`src/rtl/mips_program_loader.sv`:
```
// Boot-time loader: turns a byte stream into big-endian instruction words written
// sequentially into instruction memory, verifies an XOR checksum, and holds the core until done.
module mips_program_loader #(
  parameter int ADDR_W = 8
) (
  input  logic              clk_CPU,
  input  logic              rst_CPU,
  input  logic              start,
  input  logic              byte_valid,
  input  logic [7:0]        byte_data,
  output logic              byte_ready,
  output logic              im_we,
  output logic [ADDR_W-1:0] im_addr,
  output logic [31:0]       im_wdata,
  output logic              cpu_hold,
  output logic              done,
  output logic              error
);

  typedef enum logic [2:0] {
    S_IDLE, S_HDR_HI, S_HDR_LO, S_DATA, S_CHECK, S_DONE, S_ERROR
  } state_t;

  // Word count and index are one bit wider than 16 so a full 2**ADDR_W image never wraps.
  localparam logic [16:0] CAP = 17'(1) << ADDR_W;

  state_t            state_q, state_d;
  logic [16:0]       count_q, count_d;
  logic [16:0]       word_q, word_d;
  logic [1:0]        byte_cnt_q, byte_cnt_d;
  logic [23:0]       shift_q, shift_d;
  logic [7:0]        xor_q, xor_d;
  logic              we_q, we_d;
  logic [ADDR_W-1:0] addr_q, addr_d;
  logic [31:0]       wdata_q, wdata_d;

  logic              active, accept;
  logic [16:0]       hdr_n, word_next;

  assign active     = (state_q == S_HDR_HI) || (state_q == S_HDR_LO) ||
                      (state_q == S_DATA)   || (state_q == S_CHECK);
  assign byte_ready = active & ~start;
  assign accept     = byte_valid & byte_ready;
  assign hdr_n      = {1'b0, count_q[7:0], byte_data};
  assign word_next  = word_q + 17'd1;

  always_comb begin
    // NOTE: every next-state signal gets a default first so no path infers a latch.
    state_d    = state_q;
    count_d    = count_q;
    word_d     = word_q;
    byte_cnt_d = byte_cnt_q;
    shift_d    = shift_q;
    xor_d      = xor_q;
    we_d       = 1'b0;
    addr_d     = addr_q;
    wdata_d    = wdata_q;

    if (start) begin
      state_d    = S_HDR_HI;
      xor_d      = 8'h00;
      byte_cnt_d = 2'd0;
    end else if (accept) begin
      unique case (state_q)
        S_HDR_HI: begin
          count_d = {9'd0, byte_data};
          state_d = S_HDR_LO;
        end
        S_HDR_LO: begin
          count_d = hdr_n;
          word_d  = 17'd0;
          if (hdr_n > CAP)        state_d = S_ERROR;
          else if (hdr_n == 17'd0) state_d = S_CHECK;
          else                    state_d = S_DATA;
        end
        S_DATA: begin
          xor_d      = xor_q ^ byte_data;
          shift_d    = {shift_q[15:0], byte_data};
          byte_cnt_d = byte_cnt_q + 2'd1;
          if (byte_cnt_q == 2'd3) begin
            we_d    = 1'b1;
            addr_d  = word_q[ADDR_W-1:0];
            wdata_d = {shift_q, byte_data};
            word_d  = word_next;
            if (word_next == count_q) state_d = S_CHECK;
          end
        end
        S_CHECK: state_d = (byte_data == xor_q) ? S_DONE : S_ERROR;
        default: ;
      endcase
    end
  end

  always_ff @(posedge clk_CPU or posedge rst_CPU) begin
    if (rst_CPU) begin
      state_q    <= S_IDLE;
      count_q    <= '0;
      word_q     <= '0;
      byte_cnt_q <= '0;
      shift_q    <= '0;
      xor_q      <= '0;
      we_q       <= 1'b0;
      addr_q     <= '0;
      wdata_q    <= '0;
    end else begin
      // NOTE: non-blocking assignments so all registers update from pre-edge values.
      state_q    <= state_d;
      count_q    <= count_d;
      word_q     <= word_d;
      byte_cnt_q <= byte_cnt_d;
      shift_q    <= shift_d;
      xor_q      <= xor_d;
      we_q       <= we_d;
      addr_q     <= addr_d;
      wdata_q    <= wdata_d;
    end
  end

  assign im_we    = we_q;
  assign im_addr  = addr_q;
  assign im_wdata = wdata_q;
  assign cpu_hold = (state_q != S_DONE);
  assign done     = (state_q == S_DONE);
  assign error    = (state_q == S_ERROR);

endmodule

```
`config.mk`:
```
export PLATFORM = sky130hd
export DESIGN_NAME = mips_program_loader
export DESIGN_NICKNAME = d
export VERILOG_FILES = /design/src/rtl/mips_program_loader.sv
export SDC_FILE = /design/constraint.sdc
export NUM_CORES = 1
export LEC_CHECK = 0
export BUFFER_PORTS_ARGS = -buffer_cell sky130_fd_sc_hd__buf_2
export CAP_MARGIN = 20
export CORE_ASPECT_RATIO = 0.8
export CORE_MARGIN = 2
export CORE_UTILIZATION = 60
export CTS_BUF_LIST = sky130_fd_sc_hd__clkbuf_4 sky130_fd_sc_hd__clkbuf_8
export DETAILED_ROUTE_END_ITERATION = 12
export PLACE_DENSITY = 0.79
export SYNTH_ARGS = -nofsm -noshare
export SYNTH_HDL_FRONTEND = slang
export SYNTH_SLANG_ARGS = --single-unit
```
`constraint.sdc`:
```
create_clock -name clk_CPU -period 4 [get_ports clk_CPU]
set_input_delay 0.8 -clock clk_CPU [delete_from_list [all_inputs] [get_ports clk_CPU]]
set_output_delay 0.8 -clock clk_CPU [all_outputs]
set_load 0.05 [all_outputs]
```
# Word-level counts from Yosys, hierarchy flattened
# Cells that the tools add are included.
word_totals:
  output_inout_bits: 45
  ff_bits: 112
  inputBits: 12
  elab_cells: 65
classes:
  reduce_logical: 15
  n_addsub: 2
  bitwise: 4
  magnitude_cmp: 1
  eq_ne: 13
  mux: 21
op_table:
  columns: ["operator", "n"]
  rows:
  - ["17-bit one-hot mux with 2 select lines", 2]
  - ["8-bit two-way mux", 3]
  - ["3-bit two-way mux", 6]
  - ["17-bit by 1-bit adder with 17-bit output, second input constant", 1]
  - ["17-bit equality test", 1]
  - ["17-bit logical NOT", 1]
  - ["17-bit two-way mux", 1]
  - ["16-bit by 9-bit > comparator with 1-bit output, second input constant", 1]
  - ["3-bit one-hot mux with 4 select lines", 1]
  - ["4-bit AND reduction", 3]
  - ["3-bit equality test, second input constant", 3]
  - ["8-bit equality test", 1]
  - ["2-bit two-way mux", 4]
  - ["2-bit nonzero test", 4]
  - ["8-bit XOR", 1]
  - ["3-bit by 2-bit equality test with 1-bit output, second input constant", 2]
  - ["3-bit by 2-bit != test with 1-bit output, second input constant", 2]
  - ["3-bit AND reduction", 2]
  - ["5-bit nonzero test", 1]
  - ["1-bit two-way mux", 4]
  - ["3-bit by 1-bit equality test with 1-bit output, second input constant", 1]
  - ["1-bit logical OR", 3]
  - ["3-bit != test, second input constant", 1]
  - ["2-bit by 1-bit adder with 2-bit output, second input constant", 1]
  - ["5 further kinds", 6]

# Longest topological paths before layout
# Gate-level depths: netlist of the first run.
logic_depth:
  depth_word: 8
  depth_mapped: 8
  mapped_depth_nobuf: 7

# Least setup slack after synthesis of the first run
# OpenSTA, ideal clock, no wires.
synth_path:
  kind: "input to output"
  start: "input port start"
  end: "output port byte_ready"
  stages: 2
  n_path_buf: 1
  required_ns: 3.200
  setup_slack_ns: 1.540
  arrival_time_ns: 1.660
  cell_sequence: "clkbuf_1 nor2_1"
synth_between:
  elab_chain_len: 2
synth_rtl:
  columns: ["element", "line_no", "text"]
  rows:
  - ["from (decl)", "8", "input logic start,"]
  - ["1-bit NOT (no line)", null, null]
  - ["1-bit bitwise AND", "42", "assign byte_ready = active & ~start;"]
  - ["to (decl)", "11", "output logic byte_ready,"]
# Every way passes these cells.

# Worst setup path in the final report of the first run
layout_path:
  start: "register word_q[0]"
  end: "register state_q[0]"
layout_between:
  elab_chain_len: 4
layout_rtl:
  columns: ["element", "line_no", "text"]
  rows:
  - ["from (decl)", "29", "logic [16:0] word_q, word_d;"]
  - ["from (signal assigned)", "109", "word_q <= word_d;"]
  - ["17-bit by 1-bit adder with 17-bit output", "45", "assign word_next = word_q + 17'd1;"]
  - ["17-bit equality test", "85", "if (word_next == count_q) state_d = S_CHECK;"]
  - ["3-bit by 2-bit != test with 1-bit output (no line)", null, null]
  - ["4-bit AND reduction (no line)", null, null]
  - ["to (signal assigned)", "107", "state_q <= state_d;"]
  - ["to (decl)", "27", "state_t state_q, state_d;"]
# Every way passes these cells.
# A chain may end at the register's enable or synchronous reset.

==> metrics.md, run 1 <==
| Metric | Value |
|---|---|
| Static Leak | `2.81 nW` |
| Syn-to-layout area delta | `10.7%` |
| H-tree level count | `3` |
| Std-Cell Rows | `30` |
| Routed len/inst | `17.7 µm` |
| I/O Buffers | `56` |
| Crit-path slowest cell | `dfrtp_1` |
| Unrepaired setup endpoints after global routing | `no` |
| Share of cells above drive strength 1 | `31.0%` |
| Clock transition at the registers of the reported paths | `0.12 ns` |
| First-pass GRT wire length | `17.8 mm` |
| Power per cell area | `451 nW/µm²` |
| Max Slew Vio Count | `0` |
| Via count | `3,625` |
| EDFF count, synth | `0` |
| TritonCTS Buffers | `9` |
| Syn nets | `456` |
| Drt first pass iters | `5` |
| Synth top area share | `53.5%` |
| Slew headroom | `48.7%` |
| Setup TNS | `0 ns` |
| CTS tree | `built` |
| Num ports | `57` |
| Top cells by area, synth | `dfrtp_1, mux2_2, xnor2_1` |
| Iter 0 DRT Violations | `234` |
| Worst-margin pin slew | `0.770 ns` |
| Startpoint class of the critical path | `flop` |
| Post-layout minimum cycle time | `2.61 ns` |
| Routed Antenna Nets | `0` |
| N_diodes | `0` |
| Crit. End Element | `flop` |
| Hold Crit Class | `reg2reg` |
| Final Hold Fails | `0` |
| Final period util | `65.3%` |
| Status | `completed` |
| Async set or reset register ratio after synthesis | `100%` |
| Cells after Synth | `442` |
| Root Buffer | `clkbuf_8` |
| Synth unique cells | `54` |
| Hold Buf Count CTS | `0` |
| Footprint of the multi-input gates | `2300 µm²` |
| GRT Resource Usage Total | `24.7%` |
| Vias in the first global route | `3,517` |
| Post-CTS Setup Repair Bufs | `0` |
| GR Overflow Total | `0` |
| Initial antenna violation count | `0` |
| CTS Sinks | `111` |
| Fmax | `0.383 GHz` |
| DIE WIDTH | `108 µm` |
| Clock buffer depth | `2` |
| Drt total wl | `10.7 mm` |
| Worst Skew | `0.0174 ns` |
| Clock Latency Late Sink | `0.38 ns` |
| Mapped cell area | `5200 µm²` |
| Avg Cell Area, Syn | `11.8 µm²` |
| DRC Markers | `0` |
| Synth area leader | `dfrtp_1` |
| Placer Congestion | `0.917` |
| Die H | `87.2 µm` |
| Die footprint | `9430 µm²` |
| CP required | `4.22 ns` |
| Crit Path Category | `reg2reg` |
| Crit path largest cell delay | `0.58 ns` |
| Final setup fails | `0` |
| Critical Path AT | `2.84 ns` |
| CTS resizes | `0` |
| Max Cap Viol | `0` |
| Area of the core | `8450 µm²` |
| Nets@finish | `505` |
| Worst vdd ir | `0.262 mV` |
| DP HPWL | `7.46 mm` |
| Seq cells post-synth | `111` |
| Crit Path Max Fanout | `8` |
| Largest net degree at the start of global routing | `66` |
| Crit-path cells | `ha_1 > nand3_1 > nor3_2 > nand4_1 > xnor2_1 > nor3_1 > a41oi_1` |
| Synth Flop Type | `dfrtp_1` |
| Yosys warns | `0` |
| Sequential element share of the synthesized area | `53.5%` |
| Initial Utilization | `61.5%` |
| FILL cells | `635` |
| Vias per cell | `5.96` |
| Power Total | `2.60 mW` |
| Sequential Area | `2780 µm²` |
[sequential cells by signal (all words and copies together), names as in the netlist]
signal	flops
shift_q	24
im_we	1
byte_cnt_q	2
count_q	16
xor_q	8
im_addr	8
im_wdata	32
state_q	3
word_q	17
[synthesized netlist by cell type, drive strengths merged (2+ instances only)]
library cell,n
a21oi,9
a22o,11
a311oi,2
a31oi,5
a41oi,2
and2,5
and3,4
and4,3
buf,17
clkbuf,6
dfrtp,111
ha,2
inv,6
mux2,71
nand2,31
nand2b,4
nand3,9
nand3b,2
nand4,7
nor2,29
nor2b,4
nor3,7
nor3b,2
nor4,7
nor4b,2
o21ai,29
o22ai,2
o31ai,3
or3,2
xnor2,21
xor2,15
[cells by family (layout without fill, tap and decap cells)]
kind of cell    Yosys count  count (layout)  synth area share [%]
xor+xnor                 36              36                  6.07
buf+inv                  29              83                  2.50
fa+ha+maj                 2               2                 0.482
flops                   111             111                  53.5
compound gates           72              72                  9.01
mux                      71              71                  15.4
simple gates            121             121                  13.1
[per-stage QoR]
stage / cells / hold WS (ns) / setup slack (ns) / utilization [%] / instance area (µm²)
3_3_place_gp: 591 / 0.459 / 1.42 / 65.7 / 5550
3_5_place_dp: 591 / 0.470 / 1.35 / 65.7 / 5550
5_1_grt: 608 / 0.510 / 1.21 / 68.1 / 5750
4_1_cts: 607 / 0.497 / 1.42 / 68.0 / 5750
6_report: 608 / 0.491 / 1.39 / 68.1 / 5750
2_1_floorplan: 442 / 0.454 / 0.269 / - / 5200
[cells in the final DEF, fill, tap and decap left out, types with 5 or more instances in the layout]
cell type and instances:
and2_1 5, nand2_1 30, mux2_1 7, inv_1 5
xnor2_1 21, a22o_1 11, nor4_1 5, xor2_1 15
dfrtp_1 111, nand3_1 9, buf_4 5, a21oi_1 9
nand4_1 5, nor2_1 29, mux2_2 64, clkbuf_8 10
o21ai_0 26, nor3_1 5, buf_2 56, a31oi_1 5
[critical path, delay by kind of cell, from the launching register on]
family | cells | cell delay (ns)
xor gates and xnor gates | 1 | 0.17
DFF | 1 | 0.58
AOI/OAI and AO/OA | 1 | 0.18
and+or+nand+nor | 4 | 1.19
adders and majority gates | 1 | 0.32
[power breakdown]
part / total [mW] / switching, mW / internal (mW)
clock network: 0.662 / 0.402 / 0.259
logic: 0.445 / 0.205 / 0.240
registers: 1.49 / 0.191 / 1.30
total: 2.60 / 0.798 / 1.80
[path summary, 6_finish.rpt]
path | start | to | slack (ns) | cells after the start
setup / recovery | word_q[0] | state_q[0] | 1.39 | 7
hold / removal | im_addr[6] | im_addr[6] | 0.49 | 2
setup reg to reg | word_q[0] | state_q[0] | 1.39 | 7
hold reg to reg | im_addr[6] | im_addr[6] | 0.49 | 2
max in group asynchronous | rst_CPU | state_q[0] | 2.61 | 3
min in group asynchronous | rst_CPU | shift_q[19] | 0.54 | 2
[area by class of cell]
class	count	area share [%]
multi-input cells	302	39.9
clock inverters	6	1.04
repair buffers	61	5.52
clock buffers	10	2.39
inverters	6	0.435
well taps	112	2.44
flip-flops and latches	111	48.3
[metal layers]
metal	part of all wire (%)	track usage, %
met1	46	36.3
met2	46	38.3
met3	6.9	5.16
met4	0.83	5.59
met5	0	0
Note: power is estimated with default switching activity, not from simulation.
==> run 2, diff against run 1 <==
- ABC_AREA: default -> 1
- clock period: 4 -> 2.59 ns (I/O delays scaled with it)
==> metrics.md, run 2 <==
| Metric | Value |
|---|---|
| Final Hold Fails | `0 (unchanged)` |
| Max Slew Vio Count | `0 (unchanged)` |
| Routed len/inst | `14.3 µm (was 17.7 µm)` |
| Most frequent cells in the layout | `nand2_1, dfrtp_1, inv_1 (was dfrtp_1, mux2_2, buf_2)` |
| GRT Resource Usage Total | `27.1% (was 24.7%)` |
| Synth unique cells | `29 (was 54)` |
| Syn-to-layout area delta | `13.3% (was 10.7%)` |
| Worst vdd ir | `0.808 mV (was 0.262 mV)` |
| EDFF count, synth | `0 (unchanged)` |
| First-pass GRT wire length | `20.0 mm (was 17.8 mm)` |
| Mapped cell area | `5170 µm² (was 5200 µm²)` |
| Die footprint | `9390 µm² (was 9430 µm²)` |
| Commonest cells in the netlist | `nand2_1, dfrtp_1, inv_1 (was dfrtp_1, mux2_2, nand2_1)` |
| Sequential element share of the synthesized area | `53.7% (was 53.5%)` |
| Reg2Reg Depth | `13 (was 7)` |
| Crit. End Element | `flop (unchanged)` |
| Clock Latency Late Sink | `0.38 ns (about the same)` |
| Crit Path Max Fanout | `24 (was 8)` |
| Cells after Synth | `639 (was 442)` |
| Crit-path slowest cell | `dfrtp_1 (unchanged)` |
| H-tree level count | `3 (unchanged)` |
| Crit Path Category | `reg2reg (unchanged)` |
| Largest net degree at the start of global routing | `52 (was 66)` |
| Syn nets | `653 (was 456)` |
| Top cells by area, synth | `dfrtp_1, nand2_1, inv_1 (was dfrtp_1, mux2_2, xnor2_1)` |
| Iter 0 DRT Violations | `318 (was 234)` |
| Routed Antenna Nets | `0 (unchanged)` |
| GR Overflow Total | `0 (unchanged)` |
| N_diodes | `0 (unchanged)` |
| Power Total | `7.37 mW (was 2.60 mW)` |
| Placer Congestion | `0.971 (was 0.917)` |
| Met1 GRT Util | `41.4% (was 36.3%)` |
| Met2 capacity usage during global routing | `40.3% (was 38.3%)` |
| Startpoint class of the critical path | `flop (unchanged)` |
| Synth Flop Type | `dfrtp_1 (unchanged)` |
| Initial antenna violation count | `0 (unchanged)` |
| Final period util | `88.1% (was 65.3%)` |
| Fmax | `0.438 GHz (was 0.383 GHz)` |
| Worst Skew | `0.0163 ns (was 0.0174 ns)` |
| Synth area leader | `dfrtp_1 (unchanged)` |
| Post-CTS Setup Repair Bufs | `0 (unchanged)` |
| CTS tree | `built (unchanged)` |
| Status | `completed (unchanged)` |
| Static Leak | `2.99 nW (was 2.81 nW)` |
| Yosys warns | `0 (unchanged)` |
| TritonCTS Buffers | `9 (unchanged)` |
| FILL cells | `675 (was 635)` |
| DRC Markers | `0 (unchanged)` |
| Area of the core | `8450 µm² (unchanged)` |
| Clock buffer depth | `2 (unchanged)` |
| CTS Sinks | `111 (unchanged)` |
| Critical Path AT | `2.59 ns (was 2.84 ns)` |
| Hold Crit Class | `in2async (was reg2reg)` |
| Setup slack after layout | `0.308 ns (was 1.39 ns)` |
| Power per cell area | `1260 nW/µm² (was 451 nW/µm²)` |
| Hold Buf Count CTS | `0 (unchanged)` |
| R2r endpoint | `im_addr[2] (was state_q[0])` |
| Setup crit end | `im_addr[2] (was state_q[0])` |
| Std-Cell Rows | `30 (unchanged)` |
| Pre-CTS setup slack | `0.318 ns (was 1.35 ns)` |
| Most used standard cell by instance count after synthesis | `nand2_1 (was dfrtp_1)` |
| DIE WIDTH | `108 µm (about the same)` |
| Clock transition at the registers of the reported paths | `0.12 ns (about the same)` |
| Async set or reset register ratio after synthesis | `100% (unchanged)` |
| Met3 Usage GRT | `5.61% (was 5.16%)` |
| Max Cap Viol | `0 (unchanged)` |
| Via count | `4,449 (was 3,625)` |
| DP HPWL | `8.52 mm (was 7.46 mm)` |
| Initial Utilization | `61.3% (was 61.5%)` |
| Crit path largest cell delay | `0.44 ns (was 0.58 ns)` |
| Avg Cell Area, Syn | `8.10 µm² (was 11.8 µm²)` |
| Drt total wl | `11.7 mm (was 10.7 mm)` |
| I/O Buffers | `56 (unchanged)` |
| CP required | `2.90 ns (was 4.22 ns)` |
| Nets@finish | `711 (was 505)` |
| Setup TNS | `0 ns (unchanged)` |
| Sequential Area | `2780 µm² (unchanged)` |
| Top Usage Layer GRT | `met1 (was met2)` |
| Worst r2r src | `state_q[0] (was word_q[0])` |
| Synth top area share | `53.7% (was 53.5%)` |
| Max reg flops | `32 (unchanged)` |
| Die H | `87.1 µm (was 87.2 µm)` |
| Vias in the first global route | `4,179 (was 3,517)` |
| Crit-path cells | `inv_2 > nand3_2 > inv_2 > nor2_2 > a21oi_2 > nand2_2 > nor2_4 > inv_2 > nor2_4 > inv_2 > buf_4 > nand2_1 > o21ai_1 (was ha_1 > nand3_1 > nor3_2 > nand4_1 > xnor2_1 > nor3_1 > a41oi_1)` |
| Vias per cell | `5.47 (was 5.96)` |
| Root Buffer | `clkbuf_8 (unchanged)` |
| Post-layout minimum cycle time | `2.28 ns (was 2.61 ns)` |
| R2R setup slack | `0.31 ns (was 1.39 ns)` |
| Commonest non-fill, non-tap cell in the layout | `nand2_1 (was dfrtp_1)` |
| Footprint of the multi-input gates | `1980 µm² (was 2300 µm²)` |
| Worst setup path start | `state_q[0] (was word_q[0])` |
| Drt first pass iters | `5 (unchanged)` |
| Seq cells post-synth | `111 (unchanged)` |
| CP most frequent cell | `inv_2` |
| Slew headroom | `65.4% (was 48.7%)` |
| Final setup fails | `0 (unchanged)` |
| Share of cells above drive strength 1 | `14.8% (was 31.0%)` |
| Num ports | `57 (unchanged)` |
| Worst-margin pin slew | `0.518 ns (was 0.770 ns)` |
| Unrepaired setup endpoints after global routing | `no (unchanged)` |
-- run 2: cell count changes after synthesis, moves of 8 or more --
cell	before	now
a22o_1	11	0
inv_1	6	81
inv_2	0	8
mux2_2	64	0
nand2_1	31	179
nand3_1	9	57
nand4_1	5	15
o21ai_0	26	34
o21ai_1	3	58
o22ai_1	2	17
xnor2_1	21	6
xor2_1	15	4
-- run 2: power by group --
part / leakage [nW] / internal [mW] / total, mW / switching, mW
combinational: 1.48 / 0.868 / 3.24 / 2.37
sequential: 1.39 / 2.45 / 2.96 / 0.510
clock: 0.117 / 0.491 / 1.16 / 0.670
-- run 2: layout make-up --
| cell class | instances | area share, % |
|---|---|---|
| clock buffer | 9 | 2.11 |
| timing repair buffer | 66 | 6.70 |
| clock inverter | 7 | 1.84 |
| sequential | 111 | 47.4 |
| multi-input combinational | 420 | 33.8 |
| inverter | 89 | 5.76 |
| tap | 112 | 2.39 |
-- run 2: worst min-delay path by stage --
stage / end
floorplan: shift_q[10]
global route: im_wdata[21]
detailed placement: shift_q[18]
CTS: im_wdata[23]
global placement: shift_q[23]
finish: im_wdata[21]
-- run 2: critical path, delay by kind of cell, from the launching register on --
| kind | cells | cell delay [ns] |
|---|---|---|
| DFF | 1 | 0.44 |
| AOI/OAI and AO/OA | 2 | 0.15 |
| and+or+nand+nor | 6 | 0.55 |
| buffers and inverters | 5 | 1.05 |
-- run 2: repair_timing --
item | CTS | global route
hold endpoints to repair | 0 | 0
resized for setup | 0 | 1
setup endpoints to repair | 0 | 2
-- run 2: stage by stage --
stage | utilization, % | instance area (µm²) | cells | hold WS [ns]
after floorplan | - | 5180 | 639 | 0.453
after global placement | 66.6 | 5630 | 798 | 0.458
after detailed placement | 66.6 | 5630 | 798 | 0.471
after CTS | 69.4 | 5860 | 814 | 0.170
after global routing | 69.4 | 5860 | 814 | 0.169
final | 69.4 | 5860 | 814 | 0.164
-- run 2: routing by layer --
| layer | vias up | wire, µm |
|---|---|---|
| li1 | 2184 | - |
| met1 | 2110 | 5720 |
| met2 | 144 | 5130 |
| met3 | 11 | 709 |
| met4 | 0 | 93 |
| met5 | - | 0 |
-- run 2: cell families after synthesis --
logic type | after synthesis | synth area share [%]
flip-flops | 111 | 53.7
AND/OR/NAND/NOR | 292 | 24.1
XOR/XNOR | 10 | 1.69
buffers and inverters | 108 | 8.15
AO/OA/AOI/OAI | 116 | 11.9
adder cells (fa/ha/maj) | 2 | 0.484
